File: config.mk
export PLATFORM = sky130hd
export DESIGN_NAME = wb_regfile
export DESIGN_NICKNAME = d
export VERILOG_FILES = /design/src/rtl/wb_regfile.sv
export SDC_FILE = /design/constraint.sdc
export NUM_CORES = 2
export LEC_CHECK = 0
export BUFFER_PORTS_ARGS = -buffer_cell sky130_fd_sc_hd__clkbuf_2
export CAP_MARGIN = 20
export CORE_ASPECT_RATIO = 1.4
export CORE_MARGIN = 4
export CORE_UTILIZATION = 45
export DETAILED_ROUTE_END_ITERATION = 6
export GPL_TIMING_DRIVEN = 0
export SETUP_SLACK_MARGIN = 0.2
export SYNTH_ARGS = -nofsm -noshare
export SYNTH_HDL_FRONTEND = slang
export SYNTH_SLANG_ARGS = --single-unit
File: constraint.sdc
create_clock -name clk -period 43 [get_ports clk]
set_clock_uncertainty 0.05 [all_clocks]
set_input_delay 8.6 -clock clk [delete_from_list [all_inputs] [get_ports clk]]
set_output_delay 8.6 -clock clk [all_outputs]
set_load 0.05 [all_outputs]
File: src/rtl/wb_regfile.sv
// wb_regfile -- write-back stage register feeding a 32 x 32-bit register file.
//
// A memory-stage result {mem_wd, mem_wreg, mem_wdata} is captured into the
// write-back stage register. On the following edge, the captured write is
// committed to storage. Two independent combinational read ports are provided.
//
// Ports
//   clk                    rising-edge clock
//   rst                    asynchronous active-high reset (clears stage + storage)
//   mem_wd/mem_wreg/mem_wdata  write request from the memory stage
//   stall                  hold the stage register (the pending write repeats)
//   flush                  load a bubble into the stage register (wins over stall)
//   re1/raddr1, re2/raddr2 read enables and addresses
//   rdata1, rdata2         combinational read data (0 when disabled or addr 0)
//   wb_wd/wb_wreg/wb_wdata stage register contents
//
// Build option
//   REGFILE_BYPASS_EN  when defined, a read that hits the pending write returns
//                      wb_wdata in the same cycle. Otherwise a read returns the
//                      old storage value until the write edge has passed.
module wb_regfile (
  input  logic        clk,
  input  logic        rst,
  input  logic [4:0]  mem_wd,
  input  logic        mem_wreg,
  input  logic [31:0] mem_wdata,
  input  logic        stall,
  input  logic        flush,
  input  logic        re1,
  input  logic [4:0]  raddr1,
  input  logic        re2,
  input  logic [4:0]  raddr2,
  output logic [31:0] rdata1,
  output logic [31:0] rdata2,
  output logic [4:0]  wb_wd,
  output logic        wb_wreg,
  output logic [31:0] wb_wdata
);

  // ---------------------------------------------------------------------------
  // Write-back stage register
  // ---------------------------------------------------------------------------
  logic [4:0]  wb_wd_q,    wb_wd_d;
  logic        wb_wreg_q,  wb_wreg_d;
  logic [31:0] wb_wdata_q, wb_wdata_d;

  always_comb begin
    wb_wd_d    = wb_wd_q;
    wb_wreg_d  = wb_wreg_q;
    wb_wdata_d = wb_wdata_q;
    if (flush) begin
      // Bubble: flush wins even if stall is also set.
      wb_wd_d    = 5'd0;
      wb_wreg_d  = 1'b0;
      wb_wdata_d = 32'd0;
    end else if (!stall) begin
      wb_wd_d    = mem_wd;
      wb_wreg_d  = mem_wreg;
      wb_wdata_d = mem_wdata;
    end
  end

  always_ff @(posedge clk or posedge rst) begin
    if (rst) begin
      wb_wd_q    <= 5'd0;
      wb_wreg_q  <= 1'b0;
      wb_wdata_q <= 32'd0;
    end else begin
      wb_wd_q    <= wb_wd_d;
      wb_wreg_q  <= wb_wreg_d;
      wb_wdata_q <= wb_wdata_d;
    end
  end

  assign wb_wd    = wb_wd_q;
  assign wb_wreg  = wb_wreg_q;
  assign wb_wdata = wb_wdata_q;

  // ---------------------------------------------------------------------------
  // Storage. Entry 0 is never written, so it stays at its reset value; the
  // read ports also force address 0 to zero independently of storage.
  // A held stage (stall) rewrites the same value each edge, which is harmless.
  // ---------------------------------------------------------------------------
  logic [31:0] regs_q [32];
  logic        wr_en;

  assign wr_en = wb_wreg_q && (wb_wd_q != 5'd0);

  always_ff @(posedge clk or posedge rst) begin
    if (rst) begin
      for (int i = 0; i < 32; i++) regs_q[i] <= 32'd0;
    end else if (wr_en) begin
      regs_q[wb_wd_q] <= wb_wdata_q;
    end
  end

  // ---------------------------------------------------------------------------
  // Read ports
  // ---------------------------------------------------------------------------
`ifdef REGFILE_BYPASS_EN
  logic hit1, hit2;
  assign hit1 = wb_wreg_q && (raddr1 == wb_wd_q);
  assign hit2 = wb_wreg_q && (raddr2 == wb_wd_q);

  always_comb begin
    rdata1 = 32'd0;
    if (re1 && (raddr1 != 5'd0)) rdata1 = hit1 ? wb_wdata_q : regs_q[raddr1];
  end

  always_comb begin
    rdata2 = 32'd0;
    if (re2 && (raddr2 != 5'd0)) rdata2 = hit2 ? wb_wdata_q : regs_q[raddr2];
  end
`else
  always_comb begin
    rdata1 = 32'd0;
    if (re1 && (raddr1 != 5'd0)) rdata1 = regs_q[raddr1];
  end

  always_comb begin
    rdata2 = 32'd0;
    if (re2 && (raddr2 != 5'd0)) rdata2 = regs_q[raddr2];
  end
`endif

endmodule

# Word-level counts from Yosys, hierarchy flattened
# Cells that the tools add are included.
# word_totals
register_bits,1062
input_bits,54
out_inout_bits,102
wordCells,67
# classes
order_cmp,4
eq_ne,1
n_mux,17
bitwise_logic,3
n_reduce_logical,7
# op_table
operator,count
$bwmux W1024,1
$bmux W32 S5,2
$mux W32,9
$demux W32 S5,1
$ge A6 B6 Y1 const B,3
$not A5 Y6,3
$reduce_bool A5 Y1,3
$mux W5,2
$lt A6 B1 Y1 const B,1
$logic_and A1 B1 Y1,4
$mux W1,2
$ne A2 B1 Y1 const B,1

# Logic depth before layout (Yosys ltp)
# logic_depth
ltp_word,6
depth_mapped,9
ltp_nobuf,4

# Least setup slack after synthesis
# Ideal clock, no wire load.
# synth_path
kind,input port to output port
from,input port raddr1[2]
to,output port rdata1[17]
arrival_ps,10974
required_ps,34350
slack_ps,23376
cell_stages,7
path_buffers,3
path_cell_list,buf_2 > or3b_2 > clkbuf_1 > buf_2 > o22ai_1 > a2111oi_2 > a211oi_1
# synth_between
elab_chain_cells,5
word_cells_on_any_way,7
cone_classes,mux: 4; bitwise: 1; reduce/logical: 2
# synth_lines
item,line,rtl
start: declaration,30,"input logic [4:0] raddr1,"
$not A5 Y6 (implied by the code),117,if (re1 && (raddr1 != 5'd0)) rdata1 = regs_q[raddr1];
$bmux W32 S5,117,
$mux W32 (implied by the code) (2 in series),117,
$mux W32 *,117,
end: declaration,33,"output logic [31:0] rdata1,"
# Every way passes the cells marked *; elsewhere a longest branch is shown, timed or not. The select of a mux whose other input is x is not followed.

# Worst setup path in the final report
# layout_path
from,input port raddr2[2]
to,output port rdata2[18]
# layout_between
elab_chain_cells,5
word_cells_on_any_way,7
cone_classes,mux: 4; bitwise: 1; reduce/logical: 2
# layout_lines
item,line,rtl
start: declaration,32,"input logic [4:0] raddr2,"
$not A5 Y6 (implied by the code),122,if (re2 && (raddr2 != 5'd0)) rdata2 = regs_q[raddr2];
$bmux W32 S5,122,
$mux W32 (implied by the code) (2 in series),122,
$mux W32 *,122,
end: declaration,34,"output logic [31:0] rdata2,"
# Marks and branches as above.

==> results.py <==
metrics = {
    "placement": {
        "numPortBuffers": 147,
        "hpwl_um": 160000,
        "gp_congestion": 0.983,
        "dp.cells": 5535,
    },
    "synth": {
        "yosys_warnings": 0,
        "synth_nets": 3780,
        "netlist.area_leader.share_pct": 47.8,
        "syn-instance-count": 3726,
        "synth_area_per_cell_um2": 14.9,
        "syn-cell-area_mm2": 0.0555,
        "synth_cell_types": 39,
        "ys_top_cells_by_area": "dfrtp_1 48%, mux2_2 20%, mux4_2 16%",
        "async_flop_share_pct": 100,
        "synth-edff-count": 0,
        "dominantRegCellSynth": "dfrtp_1",
        "ys_seq_elements": 1062,
        "yosysTopAreaCell": "dfrtp_1",
        "yosysSeqAreaShare_pct": 47.8,
    },
    "die": {
        "die_h_um": 424,
        "die_area_mm2": 0.129,
        "std_cell_rows": 152,
        "start_util_pct": 45.3,
        "fp.dieW_um": 305,
        "io-pin-count": 156,
        "core-area_mm2": 0.123,
    },
    "worst_setup_path": {
        "critPathKind": "input port to output port",
        "path_max_fanout": 10,
        "required_ps": 34350,
        "worstPathArrival_ps": 12870,
        "endpoint_kind": "output port",
        "cp-start-kind": "input port",
    },
    "pwr": {
        "power_frac_clock_pct": 43.3,
        "ir_worst_vdd_uv": 31.7,
        "pwr-share-comb_pct": 11.3,
        "pwr-share-seq_pct": 45.4,
        "p_leak_nw": 29.0,
        "switching_share_pct": 27.1,
        "internal_power_mw": 1.70,
        "p_switching_mw": 0.632,
        "power_density_mw_per_mm2": 37.2,
    },
    "grt": {
        "antenna_found_initial": 10,
        "grt_pass1_vias": 38800,
        "grt.total_usage_pct": 32.5,
        "grt_pass1_wl_um": 296000,
        "grt-ovfl-total": 0,
        "grt_start_max_net_pins": 126,
    },
    "routing": {
        "wl_um": 212000,
        "wl_met1_um": 79200,
        "wl_met3_um": 13500,
        "top_layer": "met5",
        "firstDrtPassIters": 5,
        "initialDrtViolationCount": 3870,
        "viasPerCell": 6.56,
        "vias": 37700,
        "drtAntennaViolNets": 0,
        "wl_met2_um": 102000,
        "drc": 0,
        "post_drt_wl_per_cell_um": 36.9,
    },
    "clock_network": {
        "clockRootBuffer": "clkbuf_16",
        "clkTransAtPathRegs_ps": 60,
        "cts_buffer_depth": 3,
        "cts_setup_buffers": 0,
        "clock_sinks": 1062,
        "htree_levels": 3,
        "insertion_delay_ps": 730,
        "postCtsHoldBufs": 0,
        "cts_tree": "built",
        "numCtsBuffers": 109,
        "ctsResizeCount": 0,
    },
    "run_status": {
        "status": "complete, no violations",
    },
    "timing": {
        "tightestPinTransition_ps": 1240,
        "hold_violations": 0,
        "setup_tns_ps": 0,
        "relSlewSlack_pct": 15.4,
        "max_freq_mhz": 46.5,
        "setup_viol": 0,
        "fin_hold_ws_ps": 429,
        "fin_crit_ps": 21520,
        "rsz0062_at_grt": "false",
        "fin_crit_sh_pct": 50.0,
        "drv_slew": 0,
    },
    "min_path": {
        "hold_class": "flip-flop to flip-flop",
    },
    "final_layout": {
        "drive_gt1_share_pct": 47.0,
        "fill_cells": 10600,
        "stdcell_count": 5752,
        "syn_to_final_growth_pct": 13.0,
        "layout.nets": 4091,
    },
    "job": {
        "maxCapViolCount": 0,
    },
}
[cell usage in the layout (no fill, tap or decap), types with 7 or more instances in the layout]
cell,instances
a21oi_1,64
clkbuf_16,109
buf_1,65
buf_6,30
buf_2,104
a211oi_1,63
nand2_1,17
diode_2,10
clkbuf_8,25
mux4_2,385
mux2_2,985
mux2_1,7
a2111oi_2,28
mux2i_1,292
buf_4,41
a2111oi_0,34
nand3b_1,7
a22oi_1,63
o22ai_1,63
clkinv_2,21
nor2_1,53
clkbuf_1,240
bufinv_16,12
clkbuf_2,152
buf_16,10
a22o_1,63
buf_8,18
dfrtp_1,1062
o221ai_1,63
[layout make-up]
class,count,area (um^2),share of cell area [%]
buffer,438,2140,3.42
clock inverter,40,568,0.905
sequential,1062,26600,42.3
antenna,10,25.0,0.0399
multi-input combinational,2224,26800,42.7
timing repair buffer,200,1420,2.26
clock buffer,159,3170,5.04
inverter,2,15.0,0.0239
tap,1617,2020,3.22
[metrics by stage]
step,utilization (%),worst slack [ps],cell area (um^2),total power [mW]
floorplan,-,4460,55500,1.23
detailed placement,48.0,21660,58900,1.34
global route,51.1,21610,62700,2.40
CTS,51.1,21650,62700,2.34
finish,51.2,21480,62800,2.34
global placement,47.5,-8200,58300,1.33
[registers in the layout, indices dropped and copies added (netlist names)]
name	count
regs_q	1024
wb_wd	5
wb_wdata	32
wb_wreg	1
[power groups by stage]
stage               registers [mW]  logic (mW)  clock network (mW)
floorplan                     1.08       0.155                   0
global placement              1.08       0.253                   0
detailed placement            1.08       0.261                   0
CTS                           1.06       0.261                1.02
global route                  1.06       0.273                1.06
finish                        1.06       0.264                1.01
[final timing paths]
check                                              start  cells past startpoint  slack, ps                       end
worst min-delay path            regs_q[1000]$_DFFE_PP0P_                      1        430  regs_q[1000]$_DFFE_PP0P_
worst min register to register  regs_q[1000]$_DFFE_PP0P_                      1        430  regs_q[1000]$_DFFE_PP0P_
worst max register to register      wb_wd[0]$_DFFE_PP0P_                      5      39970   regs_q[595]$_DFFE_PP0P_
min in group asynchronous                            rst                      2       7890   regs_q[149]$_DFFE_PP0P_
worst max-delay path                           raddr2[2]                      8      21480                rdata2[18]
max in group asynchronous                            rst                      5      32790   wb_wdata[2]$_DFFE_PP0P_
[cell families after synthesis]
family          synth area share [%]
flops                           47.8
compound gates                  6.34
mux                             41.0
buf+inv                         3.87
simple gates                   0.957
[synthesized netlist by cell type, drive strengths merged (7+ instances only)]
library cell / n
mux4: 385
clkbuf: 216
mux2: 992
o22ai: 63
a22o: 63
mux2i: 292
nand2: 17
o221ai: 63
a22oi: 63
a211oi: 63
a21oi: 64
nor2: 57
buf: 222
dfrtp: 1062
a2111oi: 63
nand3b: 7
[layer usage]
layer  global-route usage [%]  vias to the layer above
met1                     39.4                    20200
met2                     53.4                     1767
met3                     5.16                      599
met4                     22.3                        4
li1                         -                    15100
met5                        0                        -
[critical path, stage by stage]
cell      delay (ps)
buf_2            200
buf_2            530
nor2b_1          410
clkbuf_1         950
clkbuf_1         760
a21oi_1          140
a211oi_1         830
clkbuf_2         420
(Power assumes the default switching activity.)
